==> src/rtl/debug_pkg.sv <==
// debug_pkg: definitions shared by the JTAG debug return path and the
// command-path controller.
//   - DEBUGOP_* opcodes carried on the synchronized debug op bus
//   - STAT_* bit positions inside the published status byte
//   - state_e: read-back FSM states
package debug_pkg;

  localparam logic [7:0] DEBUGOP_STORE_IADDR = 8'h80;
  localparam logic [7:0] DEBUGOP_STORE_DADDR = 8'h82;
  localparam logic [7:0] DEBUGOP_READIMEM    = 8'h04;
  localparam logic [7:0] DEBUGOP_READDMEM    = 8'h06;

  localparam int STAT_BUSY    = 0;
  localparam int STAT_TIMEOUT = 1;
  localparam int STAT_OVERRUN = 2;
  localparam int STAT_SPACE   = 3;
  localparam int STAT_CNT_LSB = 4;  // [7:4] publication count mod 16

  typedef enum logic [1:0] {
    ST_IDLE,
    ST_ISSUE,
    ST_WAIT
  } state_e;

endpackage

==> src/rtl/debug_readback_if.sv <==
// debug_readback_if: bundles the debug op input, the memory read port and the
// response publication signals of debug_readback.
//   slave  : the debug_readback side (consumes ops and read data, drives
//            mem requests and the response)
//   master : the environment side (op source, memory, TAP capture)
interface debug_readback_if #(
  parameter int ADDR_WIDTH = 32
) ();
  import debug_pkg::*;

  logic                  op_valid;
  logic [7:0]            op;
  logic [31:0]           op_data;
  logic                  mem_req;
  logic                  mem_sel;
  logic [ADDR_WIDTH-1:0] mem_addr;
  logic                  mem_rvalid;
  logic [31:0]           mem_rdata;
  logic [31:0]           resp_data;
  logic [7:0]            resp_status;
  logic                  resp_toggle;

  modport slave (
    input  op_valid, op, op_data, mem_rvalid, mem_rdata,
    output mem_req, mem_sel, mem_addr, resp_data, resp_status, resp_toggle
  );

  modport master (
    output op_valid, op, op_data, mem_rvalid, mem_rdata,
    input  mem_req, mem_sel, mem_addr, resp_data, resp_status, resp_toggle
  );
endinterface

==> src/rtl/debug_readback.sv <==
// debug_readback: JTAG debug return-path engine (CPU clock domain).
// Accepts synchronized single-cycle debug ops, issues an imem/dmem read,
// and publishes the returned word (or TIMEOUT_DATA) together with a status
// byte and a toggle the TAP synchronizes back into the JTAG domain.
// Ports:
//   clk   - CPU clock, rising edge
//   rst_p - synchronous active-high reset
//   bus   - debug_readback_if.slave: op_valid/op/op_data in,
//           mem_req/mem_sel/mem_addr out, mem_rvalid/mem_rdata in,
//           resp_data/resp_status/resp_toggle out
module debug_readback
  import debug_pkg::*;
#(
  parameter int          ADDR_WIDTH   = 32,
  parameter int          TIMEOUT      = 255,
  parameter logic [31:0] TIMEOUT_DATA = 32'hDEAD_DEAD
) (
  input  logic clk,
  input  logic rst_p,
  debug_readback_if.slave bus
);

  localparam logic [7:0]            TMO_LIMIT = 8'(TIMEOUT);
  localparam logic [ADDR_WIDTH-1:0] ADDR_ONE  = {{(ADDR_WIDTH-1){1'b0}}, 1'b1};

  state_e                r_state;
  logic [ADDR_WIDTH-1:0] r_iaddr, r_daddr;
  logic                  r_sel;       // space of the read in flight
  logic [7:0]            r_tmo_cnt;
  logic                  r_mem_req, r_mem_sel;
  logic [ADDR_WIDTH-1:0] r_mem_addr;
  logic [31:0]           r_resp_data;
  logic                  r_toggle;
  logic                  r_busy, r_tmo, r_ovr, r_space;
  logic [3:0]            r_pub_cnt;

  always_ff @(posedge clk) begin
    if (rst_p) begin
      r_state     <= ST_IDLE;
      r_iaddr     <= '0;
      r_daddr     <= '0;
      r_sel       <= 1'b0;
      r_tmo_cnt   <= '0;
      r_mem_req   <= 1'b0;
      r_mem_sel   <= 1'b0;
      r_mem_addr  <= '0;
      r_resp_data <= '0;
      r_toggle    <= 1'b0;
      r_busy      <= 1'b0;
      r_tmo       <= 1'b0;
      r_ovr       <= 1'b0;
      r_space     <= 1'b0;
      r_pub_cnt   <= '0;
    end else begin
      r_mem_req <= 1'b0;
      case (r_state)
        ST_IDLE: begin
          if (bus.op_valid) begin
            case (bus.op)
              DEBUGOP_STORE_IADDR: r_iaddr <= bus.op_data[ADDR_WIDTH-1:0];
              DEBUGOP_STORE_DADDR: r_daddr <= bus.op_data[ADDR_WIDTH-1:0];
              DEBUGOP_READIMEM, DEBUGOP_READDMEM: begin
                r_sel   <= (bus.op == DEBUGOP_READDMEM);
                r_ovr   <= 1'b0;
                r_busy  <= 1'b1;
                r_state <= ST_ISSUE;
              end
              default: ;
            endcase
          end
        end
        ST_ISSUE: begin
          r_mem_req  <= 1'b1;
          r_mem_sel  <= r_sel;
          r_mem_addr <= r_sel ? r_daddr : r_iaddr;
          r_tmo_cnt  <= '0;
          r_state    <= ST_WAIT;
        end
        ST_WAIT: begin
          // Data arriving in the expiry cycle takes priority over the timeout.
          if (bus.mem_rvalid || (r_tmo_cnt == TMO_LIMIT)) begin
            r_resp_data <= bus.mem_rvalid ? bus.mem_rdata : TIMEOUT_DATA;
            r_tmo       <= ~bus.mem_rvalid;
            r_toggle    <= ~r_toggle;
            r_pub_cnt   <= r_pub_cnt + 4'd1;
            r_space     <= r_sel;
            r_busy      <= 1'b0;
            if (r_sel) r_daddr <= r_daddr + ADDR_ONE;
            else       r_iaddr <= r_iaddr + ADDR_ONE;
            r_state     <= ST_IDLE;
          end else begin
            r_tmo_cnt <= r_tmo_cnt + 8'd1;
          end
        end
        default: r_state <= ST_IDLE;
      endcase
      // Ops arriving while a read is in flight are dropped, stores included.
      if (bus.op_valid && (r_state != ST_IDLE)) r_ovr <= 1'b1;
    end
  end

  assign bus.mem_req     = r_mem_req;
  assign bus.mem_sel     = r_mem_sel;
  assign bus.mem_addr    = r_mem_addr;
  assign bus.resp_data   = r_resp_data;
  assign bus.resp_toggle = r_toggle;
  assign bus.resp_status = {r_pub_cnt, r_space, r_ovr, r_tmo, r_busy};

endmodule
==> src/flat_wrapper.sv <==
// flat-port wrapper written by rule: the top's interface ports become plain ports
module debug_readback_flat import debug_pkg::*;
#(
  parameter int          ADDR_WIDTH   = 32,
  parameter int          TIMEOUT      = 255,
  parameter logic [31:0] TIMEOUT_DATA = 32'hDEAD_DEAD
)
  (clk, rst_p, bus_op_valid, bus_op, bus_op_data, bus_mem_rvalid, bus_mem_rdata, bus_mem_req, bus_mem_sel, bus_mem_addr, bus_resp_data, bus_resp_status, bus_resp_toggle);
  debug_readback_if #(.ADDR_WIDTH(ADDR_WIDTH)) bus_i ();
  input  logic clk;
  input  logic rst_p;
  input wire logic [$bits(bus_i.op_valid)-1:0] bus_op_valid;
  input wire logic [$bits(bus_i.op)-1:0] bus_op;
  input wire logic [$bits(bus_i.op_data)-1:0] bus_op_data;
  input wire logic [$bits(bus_i.mem_rvalid)-1:0] bus_mem_rvalid;
  input wire logic [$bits(bus_i.mem_rdata)-1:0] bus_mem_rdata;
  output wire logic [$bits(bus_i.mem_req)-1:0] bus_mem_req;
  output wire logic [$bits(bus_i.mem_sel)-1:0] bus_mem_sel;
  output wire logic [$bits(bus_i.mem_addr)-1:0] bus_mem_addr;
  output wire logic [$bits(bus_i.resp_data)-1:0] bus_resp_data;
  output wire logic [$bits(bus_i.resp_status)-1:0] bus_resp_status;
  output wire logic [$bits(bus_i.resp_toggle)-1:0] bus_resp_toggle;
  assign bus_i.op_valid = bus_op_valid;
  assign bus_i.op = bus_op;
  assign bus_i.op_data = bus_op_data;
  assign bus_i.mem_rvalid = bus_mem_rvalid;
  assign bus_i.mem_rdata = bus_mem_rdata;
  assign bus_mem_req = bus_i.mem_req;
  assign bus_mem_sel = bus_i.mem_sel;
  assign bus_mem_addr = bus_i.mem_addr;
  assign bus_resp_data = bus_i.resp_data;
  assign bus_resp_status = bus_i.resp_status;
  assign bus_resp_toggle = bus_i.resp_toggle;
  debug_readback #(.ADDR_WIDTH(ADDR_WIDTH), .TIMEOUT(TIMEOUT), .TIMEOUT_DATA(TIMEOUT_DATA)) u_core (.clk(clk), .rst_p(rst_p), .bus(bus_i));
endmodule
==> config.mk <==
export PLATFORM = sky130hd
export DESIGN_NAME = debug_readback_flat
export DESIGN_NICKNAME = d
export VERILOG_FILES = /design/src/rtl/debug_pkg.sv /design/src/rtl/debug_readback_if.sv /design/src/rtl/debug_readback.sv /design/src/flat_wrapper.sv
export SDC_FILE = /design/constraint.sdc
export NUM_CORES = 1
export LEC_CHECK = 0
export ABC_AREA = 1
export CAP_MARGIN = 10
export CORE_MARGIN = 4
export CORE_UTILIZATION = 43
export DETAILED_ROUTE_END_ITERATION = 12
export DONT_BUFFER_PORTS = 1
export PLACE_DENSITY_LB_ADDON = 0.2
export SKIP_CTS_REPAIR_TIMING = 1
export SYNTH_ARGS = -nofsm -noshare
export SYNTH_HDL_FRONTEND = slang
export SYNTH_SLANG_ARGS = --single-unit
export TNS_END_PERCENT = 30
==> constraint.sdc <==
create_clock -name clk -period 2.1 [get_ports clk]
set_input_delay 0.42 -clock clk [delete_from_list [all_inputs] [get_ports clk]]
set_output_delay 0.42 -clock clk [all_outputs]
set_load 0.02 [all_outputs]
==> out/results.tsv <==
metric	value	unit
number of flops mapped to enable cells by yosys	0	
RR Startpoint	u_core.r_daddr[0]	
ys flop type	dfxtp_1	
Synthesis Warnings	0	
number of buffers created by CTS	17	
initial antenna violation count	0	
WP buf/inv	0	
final hold vios	0	
Slew Limit Fails	0	
Clock Latency Late Sink	0.44	ns
cell area power density	670	mW/mm^2
hold crit path type	in2reg	
layout cells sized above 1	5.10	%
CP max stage cell	dfxtp_1	
antenna cells	0	
drt total wl	24.9	mm
outcome	completed	
Initial Util	44.0	%
RSZ-0062 raised after global routing	false	
routed vias/inst	5.16	
wire length on met3	2.13	mm
synth top area cells	dfxtp_1 (36%), nand2_1 (18%), nor2_1 (13%)	
Synth top cells by count	nand2_1 (390), nor2_1 (284), dfxtp_1 (150)	
CP top delay family	simple AND/OR/NAND/NOR gates	
clock sinks	150	
mapped cell area	0.00828	sq mm
top-count cell post-synth	nand2_1	
Setup CP Type	reg2reg	
Clk pin slew, worst setup/hold paths	0.07	ns
H-tree levels	4	
DR WL/cell	15.5	um
Post-route DRC	0	
Critical Path, Cell by Cell	ha_1 > nand2_1 > nor2_1 > nand2_1 > nor2_1 > nand2_1 > nand3_1 > o21ai_0 > nor2_1 > nor2_1	
leakage power	0.00353	uW
CP Max Fanout	6	
Routed met1 length	11.5	mm
final hold slack	0.0548	ns
Die H	147	um
gr usage total	22.5	%
die area	0.0215	sq mm
Tcrit/Tclk final	89.0	%
Max-slew headroom	58.1	%
fin nets	1419	
Cells after Synth	1360	
endpoints failing setup	0	
Mapped Avg Cell Area	6.09	sq um
count of cell types in the netlist	32	
Setup WS pre-CTS	0.263	ns
GPL Wtd Cong	0.927	
skew final	0.0193	ns
PortBufs	0	
Worst EP required	2.42	ns
Top Layer Used	met4	
Antenna Violating Nets Remaining	0	
detailed-route via count	8311	
root buffer cell	clkbuf_16	
core area	0.0188	sq mm
CTS tree	built	
Worst R2R Path Depth	10	
die width	147	um
post-synthesis sequential area ratio	36.3	%
maximum VDD drop	572	uV
Initial DRC Count	628	
R2R Path End	u_core.r_daddr[10]	
cell row count	50	
post-synthesis sequential element count	150	
end point of the critical path	u_core.r_daddr[10]	
endpoint type of the worst setup path	flop	
Routed met2 length	10.8	mm
actual slew at the worst max-slew pin	0.628	ns
Overflow after GRT	0	
vias in the first global route	7289	
max-cap violation count	0	
DRT Pass-1 Iters	6	
fmax	0.535	GHz
top-level port count	151	
post-route setup TNS	0	ns
HPWL after DPL	18.3	mm
CP Launch Point	u_core.r_daddr[0]	
global-route wire length before repair	39.0	mm
WP depth	10	
crit path time final	1.87	ns
Fillers	1976	
CP peak stage delay	0.39	ns
R2R Setup Slk	0.23	ns
PnR worst setup slack	0.232	ns
Synth top area share	36.3	%
clock buffer depth	2	
most used cell, CP	nor2_1	
async set-reset flop share out of synthesis	0	%
CP Data Arrival Time	2.19	ns
synth-to-layout area growth	10.2	%
area leader, netlist	dfxtp_1	
syn_nets	1440	
CP Launch Type	flop	
largest net degree at the start of global routing	67	
==> flip-flops by register name, summed over array words and instances (netlist names), 2 cells and up <==
| signal | flops |
|---|---|
| u_core.bus.mem_addr | 32 |
| u_core.bus.resp_data | 32 |
| u_core.r_daddr | 32 |
| u_core.r_iaddr | 32 |
| u_core.r_tmo_cnt | 8 |
| u_core.r_pub_cnt | 4 |
| u_core.r_state | 2 |
==> kinds of logic after synthesis <==
| logic type | after synthesis | share of synthesized area, % |
|---|---|---|
| fa+ha+maj | 4 | 0.604 |
| flops | 150 | 36.3 |
| compound gates | 204 | 12.7 |
| simple gates | 805 | 39.2 |
| xor+xnor | 4 | 0.423 |
| buf+inv | 178 | 9.02 |
| mux | 15 | 1.81 |
==> through the flow <==
| stage | area (sq um) | power [uW] | instances | util (%) |
|---|---|---|---|---|
| 6_report | 9130 | 6110 | 1612 | 48.5 |
| 5_1_grt | 9130 | 6320 | 1612 | 48.5 |
| 4_1_cts | 9130 | 6160 | 1612 | 48.5 |
| 3_5_place_dp | 8520 | 3090 | 1580 | 45.2 |
| 3_3_place_gp | 8520 | 3090 | 1580 | 45.2 |
| 2_1_floorplan | 8280 | 3050 | 1360 | - |
==> cell type report <==
cell class	instances	area [sq um]	area share [%]
Clock inverter	15	183	2.00
Timing Repair Buffer	20	213	2.33
Multi-Input combinational cell	1032	4530	49.7
Sequential cell	150	3000	32.9
Clock buffer	17	425	4.66
Tap cell	260	325	3.56
Inverter	118	443	4.85
==> report_power, final <==
group | leakage (uW) | switching, uW | internal (uW)
Sequential | 0.00121 | 9.11 | 2850
Combinational | 0.00203 | 124 | 48.9
Clock | 0.000293 | 1470 | 1610
Total | 0.00353 | 1600 | 4510
==> routing by layer <==
| metal | global-route usage, % | vias to the layer above |
|---|---|---|
| li1 | - | 4274 |
| met1 | 31.9 | 3690 |
| met2 | 34.0 | 318 |
| met3 | 4.78 | 29 |
| met4 | 7.29 | 0 |
| met5 | 0 | - |
==> worst min-delay path by stage <==
stage | startpoint | end | cells past startpoint
after floorplan | u_core.r_tmo_cnt[3] | u_core.r_tmo_cnt[3] | 2
after global placement | u_core.r_tmo_cnt[3] | u_core.r_tmo_cnt[3] | 2
after detailed placement | u_core.r_tmo_cnt[3] | u_core.r_tmo_cnt[3] | 2
after CTS | rst_p | u_core.bus.resp_data[2] | 1
after global routing | rst_p | u_core.bus.resp_data[2] | 1
final | rst_p | u_core.bus.resp_data[2] | 1
==> cell usage in the layout (no fill, tap or decap), drive strengths merged <==
| master | instances |
|---|---|
| nand2 | 394 |
| a31o | 1 |
| xor2 | 3 |
| dfxtp | 150 |
| clkinv | 9 |
| nand4 | 3 |
| buf | 20 |
| o211ai | 1 |
| nor2 | 290 |
| nor3 | 27 |
| o31ai | 2 |
| mux2i | 15 |
| a31oi | 7 |
| clkbuf | 17 |
| inv | 123 |
| clkinvlp | 1 |
| a21oi | 83 |
| xnor2 | 1 |
| nand3 | 89 |
| nor3b | 2 |
| o21ai | 106 |
| o21bai | 4 |
| ha | 4 |
No activity file was read; power rests on OpenSTA's default activity.
==> edit 1 (same settings) <==
The 3 states of `state_e` get a one-hot encoding in 3 bits.
--- a/src/rtl/debug_pkg.sv
+++ b/src/rtl/debug_pkg.sv
@@ -18,6 +18,6 @@
 
-  typedef enum logic [1:0] {
-    ST_IDLE,
-    ST_ISSUE,
-    ST_WAIT
+  typedef enum logic [2:0] {
+    ST_IDLE  = 3'b001,
+    ST_ISSUE = 3'b010,
+    ST_WAIT  = 3'b100
   } state_e;
Function: no difference found for any inputs over 4 cycles, from zero or initial values and one cycle with rst_p high; so few cycles prove little.
==> edit 1 against the unedited design <==
  * Routed wire length up 2.4%
  * Total power up 2.2%
  * Sequential cell count is 1 higher
  * Area after synthesis rose by 2.4%
  * Cell area grew 2.2%
  * Fmax down 3.2%
  * Clock skew decreased by 0.012 ns
  * Setup slack lost 0.062 ns
  * Critical path type unchanged
  * Critical endpoint is now u_core.r_iaddr[16]$_SDFFE_PP0P_
  * Largest cell class unchanged
  * Largest power group unchanged
  * Highest routed layer unchanged
==> edit 1: results (changes against the unedited design) <==
[synth]
yosysUniqueCellTypes=31  ; -3.1%
yosys.area_share.adder_pct=0.590  ; -0.014 points
synth_common_cells=465 x nand2_1, 231 x nor2_1, 151 x dfxtp_1
ys_ff_latch=151  ; +0.67%
synthXorXnorAreaFrac_pct=0.826  ; +0.40 points
synthMuxAreaShare_pct=0.354  ; -1.5 points
ys_seq_area_share_pct=35.6  ; -0.63 points
synth_area_leaders=dfxtp_1 36%, nand2_1 21%, nor2_1 10%
synth_nets=1489  ; +3.4%

[worst_setup_path]
endpoint=u_core.r_iaddr[16]$_SDFFE_PP0P_
cp-startpoint=u_core.r_iaddr[1]$_SDFFE_PP0P_

[layout]
seq_share_pct=32.4  ; -0.50 points
multi_input_gates=1054  ; +2.1%
layout-drive-gt1-share_pct=5.72  ; +0.62 points
fillers=2035  ; +3.0%
clkbuf_count=20  ; +3
multi_input_area_share_pct=49.8  ; +0.11 points

[route]
drt_first_pass_iters=5  ; -1
routed-wl-met2_um=11700  ; +7.7%
wire_per_inst_um=15.3  ; -0.77%
wl_met1_um=11800  ; +2.8%
wl_met3_um=1880  ; -12%

[grt]
grt.met2_usage_pct=37.6  ; +3.6 points
grt_pass1_wl_um=41300  ; +6.0%
grtUsageTotal_pct=23.3  ; +0.83 points
grtUsageMet3_pct=6.67  ; +1.9 points
grt_max_degree=73  ; +9.0%
use_met1_pct=31.2  ; -0.72 points

[timing]
clock_skew_ns=0.00769  ; -0.0116 ns
worstMarginPinSlew_ns=0.511  ; -0.116 ns

[worst_hold_path]
whs_endpoint=u_core.r_tmo$_SDFFE_PP0P_

[power_and_ir_drop]
p_leak_uw=0.00383  ; +8.4%
peakVddDrop_v=0.000510  ; -11%

[placed_design]
gp_congestion=0.859  ; -7.3%
dp_hpwl_um=18400  ; +0.84%

[outcome]
outcome=finished clean

-- edit 1: cell count changes in the layout (fill, tap and decap cells not counted), sizes merged, moves of 5 or more --
cell	before	now
clkinv	9	4
a21oi	83	106
xor2	3	8
mux2i	15	3
nor3	27	18
nor2	290	238
nand3	89	106
o21ai	106	69
a31oi	7	17
inv	123	144
nand2	394	473
-- edit 1: power by group through the flow --
stage / Combinational, uW / Sequential [uW] / Clock [uW]
5_1_grt: 189 / 2880 / 3380
3_3_place_gp: 167 / 2940 / 0
4_1_cts: 166 / 2880 / 3240
3_5_place_dp: 165 / 2940 / 0
2_1_floorplan: 131 / 2940 / 0
6_report: 168 / 2880 / 3200
-- edit 1: worst max-delay path, stage by stage (launching register included) --
cell	delay (ns)
dfxtp_1	0.43
ha_1	0.23
nand2_1	0.09
nor2_2	0.24
nand2_1	0.22
nor2_2	0.26
nand2_1	0.07
nand3_1	0.08
nand2_1	0.05
nor2_1	0.10
nor2_1	0.05
==> edit 2 (config.mk and constraints unchanged) <==
Without the edit above. `ADDR_WIDTH` is set to 32 in 3 places; all go to 16.
--- a/src/rtl/debug_readback_if.sv
+++ b/src/rtl/debug_readback_if.sv
@@ -6,3 +6,3 @@
 interface debug_readback_if #(
-  parameter int ADDR_WIDTH = 32
+  parameter int ADDR_WIDTH = 16
 ) ();
--- a/src/rtl/debug_readback.sv
+++ b/src/rtl/debug_readback.sv
@@ -13,3 +13,3 @@
 #(
-  parameter int          ADDR_WIDTH   = 32,
+  parameter int          ADDR_WIDTH   = 16,
   parameter int          TIMEOUT      = 255,
--- a/src/flat_wrapper.sv
+++ b/src/flat_wrapper.sv
@@ -3,3 +3,3 @@
 #(
-  parameter int          ADDR_WIDTH   = 32,
+  parameter int          ADDR_WIDTH   = 16,
   parameter int          TIMEOUT      = 255,
Ports: changed (resized bus_mem_addr); port bits go from 151 to 135. No check against the original RTL was run, so the function may have changed too.
==> edit 2 against the unedited design <==
  * Total power fell by 39%
  * Routed wire length fell by 47%
  * Setup slack improved by 0.034 ns
  * Area after synthesis fell by 38%
  * Cell area fell by 40%
  * Critical path depth rose by 1
  * First-iteration DRC count fell by 35%
  * Sequential cell count fell by 48
  * Worst hold slack improved by 0.067 ns
  * Global-route usage fell by 3.2 points
  * Critical endpoint is now u_core.r_iaddr[1]$_SDFFE_PP0P_
  * Largest cell class unchanged
  * Highest routed layer unchanged
==> edit 2: results (changes against the unedited design) <==
[outcome]
outcome=finished clean

[placed_design]
dp_hpwl_um=9760  ; -47%
gp_congestion=0.892  ; -3.8%
port_buffers=0  ; unchanged
dp_cells=911  ; -42%

[grt]
first_global_vias=4406  ; -40%
grt.met2_usage_pct=31.0  ; -3.1 points
grtUsageTotal_pct=19.3  ; -3.2 points
grt_pass1_wl_um=21000  ; -46%
grtUsageMet3_pct=4.27  ; -0.51 points
antenna_found_initial=0  ; unchanged
use_met1_pct=24.9  ; -7.0 points
grt_max_degree=42  ; -37%

[layout]
diodes=0  ; unchanged
final_nets=859  ; -39%
layout-drive-gt1-share_pct=5.48  ; +0.38 points
layoutNonFillerInstCount=927  ; -42%
fillers=1183  ; -40%
largest_register_ffs=32

[power_and_ir_drop]
peakVddDrop_v=0.000433  ; -24%
p_leak_uw=0.00226  ; -36%

[synth]
synth_common_cells=219 x nand2_1, 134 x nor2_1, 102 x dfxtp_1
synthArstFlopShare_pct=0  ; unchanged
ys.warnings.count=0  ; unchanged
synth_area_leaders=dfxtp_1 40%, nand2_1 16%, nor2_1 9.8%
yosysUniqueCellTypes=29  ; -9.4%
syn_area_per_cell_um2=6.46  ; +6.1%
synth_nets=874  ; -39%
ys_seq_area_share_pct=39.8  ; +3.5 points
synth_edf_count=0  ; unchanged

[clocking]
cts_made_buffers=9  ; -8
h-tree-depth=3  ; -1
clk_pin_slew_worst_paths_ns=0.08
clk_latency_ns=0.36  ; -0.08 ns
cts.path.max_buffers=2  ; unchanged
clockRootBuffer=clkbuf_16

[route]
drt_first_pass_iters=5  ; -1
vias=4838  ; -42%
drt_wl_total_um=13200  ; -47%
drtIter0Drc=409  ; -35%
drc=0  ; unchanged

[worst_hold_path]
hold_path_class=in2reg

[worst_setup_path]
crit_arrival_ns=2.13  ; -0.06 ns
cp_max_fo=24  ; +18

[timing]
clock_skew_ns=0.00770  ; -0.0116 ns
worstMarginPinSlew_ns=0.548  ; -0.0797 ns

[edit 2: cell count changes after synthesis, sizes merged, moves of 9 or more]
cell | unedited run | this run
nand3 | 89 | 56
o21ai | 106 | 60
buf | 29 | 19
nand2 | 394 | 223
nand4 | 3 | 12
clkbuf | 31 | 18
mux2i | 15 | 2
nor2 | 290 | 137
dfxtp | 150 | 102
a21oi | 83 | 67
inv | 116 | 79
nor3 | 27 | 3
[edit 2: path summary, 6_finish.rpt]
check / end / start / slack [ns] / cells past startpoint
setup / recovery: u_core.r_iaddr[1]$_SDFFE_PP0P_ / u_core.r_tmo_cnt[0]$_SDFFE_PP0P_ / 0.27 / 11
hold / removal: u_core.bus.resp_data[8]$_SDFFE_PP0P_ / rst_p / 0.12 / 1
setup reg to reg: u_core.r_iaddr[1]$_SDFFE_PP0P_ / u_core.r_tmo_cnt[0]$_SDFFE_PP0P_ / 0.27 / 11
hold reg to reg: u_core.r_tmo_cnt[3]$_SDFFE_PP0P_ / u_core.r_tmo_cnt[3]$_SDFFE_PP0P_ / 0.47 / 2
[edit 2: cell families after synthesis]
kind of cell	count (synthesis)	share of synthesized area (%)
simple gates	440	35.8
compound gates	128	13.1
buf+inv	116	9.59
flops	102	39.8
fa+ha+maj	4	0.976
xor+xnor	2	0.342
mux	2	0.390
[edit 2: layer usage]
| metal | up-vias | part of all wire, % |
|---|---|---|
| met5 | - | 0 |
| met2 | 153 | 46 |
| li1 | 2488 | - |
| met4 | 0 | 2.2 |
| met3 | 22 | 8.3 |
| met1 | 2175 | 44 |
[edit 2: worst max-delay path: stages, from the launching register on]
cell and delay, ns:
dfxtp_1 0.38, ha_1 0.18, nand2_1 0.09, nor2_2 0.16, nand2_1 0.12, nand3_2 0.14
nand2_1 0.08, inv_2 0.10, nand2_4 0.18, inv_1 0.18, nor2_1 0.07, nor2_1 0.10
[edit 2: power breakdown]
part / switching (uW) / internal, uW / leakage [uW]
Combinational: 75.8 / 36.4 / 0.00131
Sequential: 4.90 / 1940 / 0.000821
Clock: 816 / 831 / 0.000134
Total: 897 / 2800 / 0.00226
[edit 2: cell type report]
class | instances | share of cell area [%]
Clock inverter | 7 | 1.18
Clock buffer | 9 | 4.09
Multi-Input combinational cell | 576 | 47.2
Tap cell | 143 | 3.25
Sequential cell | 102 | 37.1
Inverter | 79 | 5.44
Timing Repair Buffer | 11 | 1.73
[edit 2: metrics by stage]
stage	cell area [um^2]	power (uW)	hold WS, ns	worst slack (ns)
detailed placement	5210	2100	0.456	0.319
global route	5500	3850	0.113	0.0742
finish	5500	3700	0.121	0.266
global placement	5210	2100	0.447	0.369
CTS	5500	3740	0.109	0.278
floorplan	5130	2070	0.440	0.587
